File: config.mk
export PLATFORM = sky130hd
export DESIGN_NAME = interrupt_controller
export DESIGN_NICKNAME = d
export VERILOG_FILES = /design/src/rtl/interrupt_controller.sv
export SDC_FILE = /design/constraint.sdc
export NUM_CORES = 1
export LEC_CHECK = 0
export BUFFER_PORTS_ARGS = -buffer_cell sky130_fd_sc_hd__buf_2
export CAP_MARGIN = 20
export CORE_MARGIN = 5
export CORE_UTILIZATION = 41
export CTS_CLUSTER_SIZE = 10
export DETAILED_ROUTE_END_ITERATION = 12
export PLACE_DENSITY = 0.74
export SETUP_SLACK_MARGIN = 0.4
export SYNTH_ARGS = -nofsm -noshare
export SYNTH_HDL_FRONTEND = slang
export SYNTH_SLANG_ARGS = --single-unit
File: constraint.sdc
create_clock -name Clock -period 3.54 [get_ports Clock]
set_clock_uncertainty 0.1 [all_clocks]
set_input_delay 0.708 -clock Clock [delete_from_list [all_inputs] [get_ports Clock]]
set_output_delay 0.708 -clock Clock [all_outputs]
set_load 0.01 [all_outputs]
File: src/rtl/interrupt_controller.sv
// interrupt_controller
//   Prioritised, maskable interrupt controller for the MiniSRC processor.
//   Rising edges on irq_in are latched as pending bits. The lowest-index
//   pending and unmasked line wins. A request is raised to the control unit
//   with a frozen id/vector. On acknowledge the line moves to in-service until
//   end-of-interrupt. There is no nesting.
//
//   Optional build macro:
//     IRQ_SYNC_EN  adds a two-flop synchroniser on every irq_in line ahead of
//                  edge detection. This adds 2 cycles of irq_in->pending
//                  latency. When undefined, irq_in must be synchronous to
//                  Clock.
//
//   Ports:
//     Clock       system clock, posedge
//     Reset       synchronous, active-high
//     irq_in      raw interrupt lines, rising-edge triggered
//     mask_we     mask register write enable
//     mask_wdata  new mask (1 = enabled)
//     ien         global interrupt enable
//     int_ack     control unit accepts the current request (pulse)
//     eoi         end of interrupt (pulse)
//     int_req     request to the control unit
//     int_id      id of the requested / in-service line
//     int_vector  VECTOR_BASE + int_id*VECTOR_STRIDE
//     pending     latched pending bits
//     mask        current mask register
//     in_service  an interrupt is being serviced
module interrupt_controller #(
  parameter int unsigned NUM_IRQ       = 8,
  parameter logic [31:0] VECTOR_BASE   = 32'h0000_0100,
  parameter int unsigned VECTOR_STRIDE = 4
) (
  input  logic               Clock,
  input  logic               Reset,
  input  logic [NUM_IRQ-1:0] irq_in,
  input  logic               mask_we,
  input  logic [NUM_IRQ-1:0] mask_wdata,
  input  logic               ien,
  input  logic               int_ack,
  input  logic               eoi,
  output logic               int_req,
  output logic [3:0]         int_id,
  output logic [31:0]        int_vector,
  output logic [NUM_IRQ-1:0] pending,
  output logic [NUM_IRQ-1:0] mask,
  output logic               in_service
);

  typedef enum logic [1:0] {ST_IDLE, ST_REQ, ST_SERVICE} state_t;

  state_t             state_q, state_d;
  logic [NUM_IRQ-1:0] pending_q, pending_d;
  logic [NUM_IRQ-1:0] mask_q, mask_d;
  logic [NUM_IRQ-1:0] irq_prev_q, irq_prev_d;
  logic [3:0]         id_q, id_d;
  logic [31:0]        vector_q, vector_d;

  logic [NUM_IRQ-1:0] irq_s;
  logic [NUM_IRQ-1:0] irq_rise;
  logic [NUM_IRQ-1:0] eligible;
  logic               win_found;
  logic [3:0]         win_id;
  logic [31:0]        win_vector;

`ifdef IRQ_SYNC_EN
  logic [NUM_IRQ-1:0] sync1_q, sync1_d;
  logic [NUM_IRQ-1:0] sync2_q, sync2_d;

  always_comb begin
    sync1_d = irq_in;
    sync2_d = sync1_q;
  end

  always_ff @(posedge Clock) begin
    if (Reset) begin
      sync1_q <= '0;
      sync2_q <= '0;
    end else begin
      sync1_q <= sync1_d;
      sync2_q <= sync2_d;
    end
  end

  assign irq_s = sync2_q;
`else
  assign irq_s = irq_in;
`endif

  assign irq_rise = irq_s & ~irq_prev_q;
  assign eligible = pending_q & mask_q;

  // Lowest index wins.
  always_comb begin
    win_found = 1'b0;
    win_id    = '0;
    for (int unsigned i = 0; i < NUM_IRQ; i++) begin
      if (eligible[i] && !win_found) begin
        win_found = 1'b1;
        win_id    = 4'(i);
      end
    end
    win_vector = VECTOR_BASE + 32'(win_id) * 32'(VECTOR_STRIDE);
  end

  always_comb begin
    state_d    = state_q;
    pending_d  = pending_q | irq_rise;
    mask_d     = mask_we ? mask_wdata : mask_q;
    irq_prev_d = irq_s;
    id_d       = id_q;
    vector_d   = vector_q;

    unique case (state_q)
      ST_IDLE: begin
        if (ien && win_found) begin
          state_d  = ST_REQ;
          id_d     = win_id;
          vector_d = win_vector;
        end
      end
      ST_REQ: begin
        if (int_ack) begin
          // An edge arriving on the acknowledged line in the same cycle re-pends it.
          for (int unsigned i = 0; i < NUM_IRQ; i++) begin
            if (4'(i) == id_q) pending_d[i] = irq_rise[i];
          end
          state_d = ST_SERVICE;
        end else if (!ien) begin
          state_d = ST_IDLE;
        end
      end
      ST_SERVICE: begin
        if (eoi) state_d = ST_IDLE;
      end
      default: state_d = ST_IDLE;
    endcase
  end

  always_ff @(posedge Clock) begin
    if (Reset) begin
      state_q    <= ST_IDLE;
      pending_q  <= '0;
      mask_q     <= '0;
      irq_prev_q <= '0;
      id_q       <= '0;
      vector_q   <= VECTOR_BASE;
    end else begin
      state_q    <= state_d;
      pending_q  <= pending_d;
      mask_q     <= mask_d;
      irq_prev_q <= irq_prev_d;
      id_q       <= id_d;
      vector_q   <= vector_d;
    end
  end

  assign int_req    = (state_q == ST_REQ);
  assign in_service = (state_q == ST_SERVICE);
  assign int_id     = id_q;
  assign int_vector = vector_q;
  assign pending    = pending_q;
  assign mask       = mask_q;

endmodule

* Word-level counts from Yosys, hierarchy flattened
Index checks and enable logic that the tools add are counted.
Operators by class: $add $sub $neg 1, eq/ne operators 12, mux-type cells 30, bitwise logic cells 4, reductions and logical operators 19
Operator list (count):
- $mux W4 | 6
- $mux W1 | 17
- $and A8 B8 Y8 | 2
- $eq A3 B4 Y1 const A | 4
- $mux W8 | 2
- $add A9 B6 Y10 const A | 1
- $eq A2 B4 Y1 const A | 2
- $logic_and A1 B1 Y1 | 8
- $mux W2 | 4
- $not A8 Y8 | 1
- $or A8 B8 Y8 | 1
- $logic_not A1 Y1 | 7
- $pmux W2 S3 | 1
- $eq A1 B4 Y1 const A | 1
- $logic_not A4 Y1 | 1
- $ne A2 B2 Y1 const B | 2
- $ne A3 B3 Y1 const B | 1
- $reduce_and A3 Y1 | 1
- $eq A2 B1 Y1 const B | 1
- $eq A2 B2 Y1 const B | 1
- $logic_not A2 Y1 | 1
- $reduce_and A2 Y1 | 1
Word-level totals: register bits after elaboration 62, input bits 22, output and inout port bits 54

* Depth between registers and ports, before layout
depth after elaboration 26, mapped depth 4, mapped depth without buffers 4

* Worst setup path before layout
OpenSTA, ideal clock, no wires.
path kind input-to-reg, from in Reset, to reg mask_q[0], in the netlist mask[0], data arrival time 1.237 ns, data required time 3.323 ns, setup slack 2.085 ns, stages on the path 3, path through clkbuf_1 buf_2 nor2_1
RTL lines:
- start: declaration | line 35 | input logic Reset,
- end signal: assignment | line 151 | mask_q <= mask_d;
- end: declaration | line 54 | logic [NUM_IRQ-1:0] mask_q, mask_d;
No word-level cell between the ends.

* Worst setup path after layout
from reg state_q[1], to out int_req
Between the ends: word-level cells in the longest chain between the ends 1
Ends and longest elaborated chain:
- start: declaration | line 52 | state_t state_q, state_d;
- start signal: assignment | line 149 | state_q <= state_d;
- $eq A2 B1 Y1 | line 158 | assign int_req = (state_q == ST_REQ);
- end: declaration | line 42 | output logic int_req,
Every way passes these cells.

==> out/summary.txt <==
Outcome = completed
Part of the total power dissipated in the clock network = 0.323
Count of standard-cell rows = 21
Die area = 4720 um2
Period utilization = 0.532
Leading cell types in the layout, fill and taps excluded = sky130_fd_sc_hd__buf_2 (45), sky130_fd_sc_hd__conb_1 (30), sky130_fd_sc_hd__dfxtp_1 (29)
Synthesized flop and latch total = 29
PD cells = 445 nW/um2
Estimated wirelength of the detail-placed design = 2.33 mm
Core ar. = 3340 um2
Lkg Pwr = 0.803 nW
RSZ-0062 raised after global routing = false
Worst-path fanout max = 5
Cell type contributing the most total cell area after synthesis = sky130_fd_sc_hd__dfxtp_1
Filler cell count in the final layout = 337
Wirelength, routed = 2.95 mm
Fraction of power spent switching nets = 0.287
Yosys warning count = 0
Count of instances resized after the clock tree is built = 0
TritonCTS clock tree = done
Vias per inst = 4.46
Critical Path, Cell by Cell = and2b_1 -> buf_2
Starting DRC count in detailed routing = 29
# placed instances = 238
Category of the most critical setup path = reg2out
Worst slew pin tran = 0.515 ns
TritonCTS Buffers = 5
Clock slew at reported path FFs = 0.10 ns
Insertion delay to the later sink of the worst-skew pair = 0.33 ns
Number of setup violations in the final report = 0
Number of levels in the clock H-tree = 2
Area contributors post-synth = sky130_fd_sc_hd__dfxtp_1 (41%), sky130_fd_sc_hd__buf_4 (18%), sky130_fd_sc_hd__mux2i_1 (5.7%)
Delay-heaviest family, CP = flip-flops
Via count of the routed design = 1,097
Sequential cell area fraction in the yosys report = 0.411
Proportion of netlist area held by the largest area contributor = 0.411
Antenna violations before repair = 0
Hold WS = 0.387 ns
Highest ir drop seen on vdd = 0.293 mV
Endpoint type of the worst setup path = primary output
FF-to-FF setup slack = 2.18 ns
Remaining routing DRC violations = 0
Synthesized area per cell = 9.06 um2
Global router's overall resource usage = 0.132
Combinational cell fraction of total power = 0.162
Reported max-cap violation count = 0
1st-pass router iterations = 4
WP buf/inv = 1
Count of buffers inserted at the top-level ports = 45
Commonest register cell after synthesis = sky130_fd_sc_hd__dfxtp_1
Maximum operating frequency = 531 MHz
Total Neg Setup Slack = 0 ns
Number of distinct standard cells referenced by the synthesized netlist = 30
Area overhead of the layout relative to synthesis = 13.6%
Gpl congestion = 0.857
Int Power = 0.510 mW
Worst Setup Start Kind = register
Commonest non-fill, non-tap cell in the layout = sky130_fd_sc_hd__buf_2
Fraction of final layout cells sized beyond drive strength 1 = 0.290
Hold bufs inserted after CTS = 0
Layout Nets = 221
Die X = 68.7 um
Post-synth EDFFs = 0
Final core utilization = 0.481
Net switching power of the design = 0.205 mW
Gr ovfl total = 0
Final-report hold violation count = 0
Number of instances in the synthesized netlist = 156
Area of the mapped netlist = 1410 um2
Post-placement worst setup slack = 1.92 ns
Final min period = 1.88 ns
Pin count of the biggest net entering global routing = 30
Pins over their slew limit = 0
CTS Root Buffer Type = sky130_fd_sc_hd__clkbuf_4
Clock buffer depth = 2
Post-DRT Antenna Nets = 0
Worst path required time = 2.73 ns
Wire length of the first global-routing pass = 4.49 mm
Headroom to the max-slew limit = 0.657
Setup ws final = 1.66 ns
Share of flip-flops with an asynchronous set or reset after synthesis = 0
Number of global-route vias before repair = 979
Number of sinks on the clock net = 29
# diodes = 0
Final instance count without filler cells = 246
Vertical extent of the die = 68.7 um
Part of the power in registers = 0.515
Routed wirelength normalized by instance count = 12.0 um
Count of boundary I/O pins = 76
Initial core utilization = 0.424
Post-CTS Repair Setup Buffers = 0
Slowest stage cell on the critical path = sky130_fd_sc_hd__dfxtp_1
Arrival time at the worst endpoint = 1.08 ns
Class of the most critical hold timing path = reg2reg
Largest incremental delay on the critical path = 0.32 ns
[power groups by stage]
stage               registers (mW)  clock network, mW  logic, mW
finish                       0.368              0.231      0.116
global route                 0.372              0.258      0.130
CTS                          0.368              0.238      0.116
detailed placement           0.376                  0      0.116
global placement             0.375                  0      0.115
floorplan                    0.379                  0     0.0964
[registers in the layout (all words and copies together) (netlist names)]
| name | cells |
|---|---|
| pending | 8 |
| state_q | 2 |
| int_id | 3 |
| irq_prev_q | 8 |
| mask | 8 |
[worst reg2reg max path: cells and delay by family (launching register included)]
| family | cells | cell delay (ns) |
|---|---|---|
| AOI/OAI and AO/OA | 3 | 0.68 |
| and+or+nand+nor | 1 | 0.10 |
| DFF | 1 | 0.36 |
[metal layers]
layer	global-route usage	part of all wire	wire, um
met1	0.165	0.44	1290
met2	0.193	0.43	1270
met3	0.0616	0.12	350
met4	0.0584	0.015	45
met5	0	0	0
[cell usage after synthesis (2+ instances only)]
library cell	instances
sky130_fd_sc_hd__dfxtp_1	29
sky130_fd_sc_hd__clkbuf_1	2
sky130_fd_sc_hd__conb_1	2
sky130_fd_sc_hd__nor2_1	10
sky130_fd_sc_hd__o21ai_1	4
sky130_fd_sc_hd__nand2_1	9
sky130_fd_sc_hd__o31ai_1	4
sky130_fd_sc_hd__a211oi_1	2
sky130_fd_sc_hd__buf_2	2
sky130_fd_sc_hd__buf_4	33
sky130_fd_sc_hd__nand3_1	4
sky130_fd_sc_hd__nand2b_1	8
sky130_fd_sc_hd__a21oi_1	12
sky130_fd_sc_hd__mux2i_1	8
sky130_fd_sc_hd__inv_1	3
sky130_fd_sc_hd__nor2b_1	10
[through the flow]
stage,instance area [um2],power [mW]
6_report,1610,0.715
5_1_grt,1610,0.760
4_1_cts,1610,0.722
3_5_place_dp,1540,0.491
3_3_place_gp,1540,0.490
2_1_floorplan,1520,0.476
[kinds of logic (layout without fill, tap and decap cells)]
logic type | after synthesis | count (layout) | share of synthesized area
AOI/OAI and AO/OA | 29 | 29 | 0.156
buffers and inverters | 40 | 56 | 0.196
DFF | 29 | 29 | 0.411
muxes | 8 | 8 | 0.0566
other | 2 | 30 | 0.00531
and+or+nand+nor | 48 | 48 | 0.176
[worst paths after layout]
kind                            cells past startpoint    endpoint     startpoint
worst min register to register                      2  pending[3]  irq_prev_q[3]
worst max-delay path                                2     int_req     state_q[1]
worst max register to register                      4  state_q[0]     pending[2]
worst min-delay path                                2  pending[3]  irq_prev_q[3]
[final cells by class]
class	count	area, um2	share of cell area
clock buffers	7	65.1	0.0405
multi-input cells	115	662	0.412
inverters	3	11.3	0.00701
flip-flops and latches	29	581	0.361
repair buffers	45	225	0.140
well taps	46	57.6	0.0358
clock inverters	1	5.00	0.00312
Note: power is estimated with default switching activity, not from simulation.
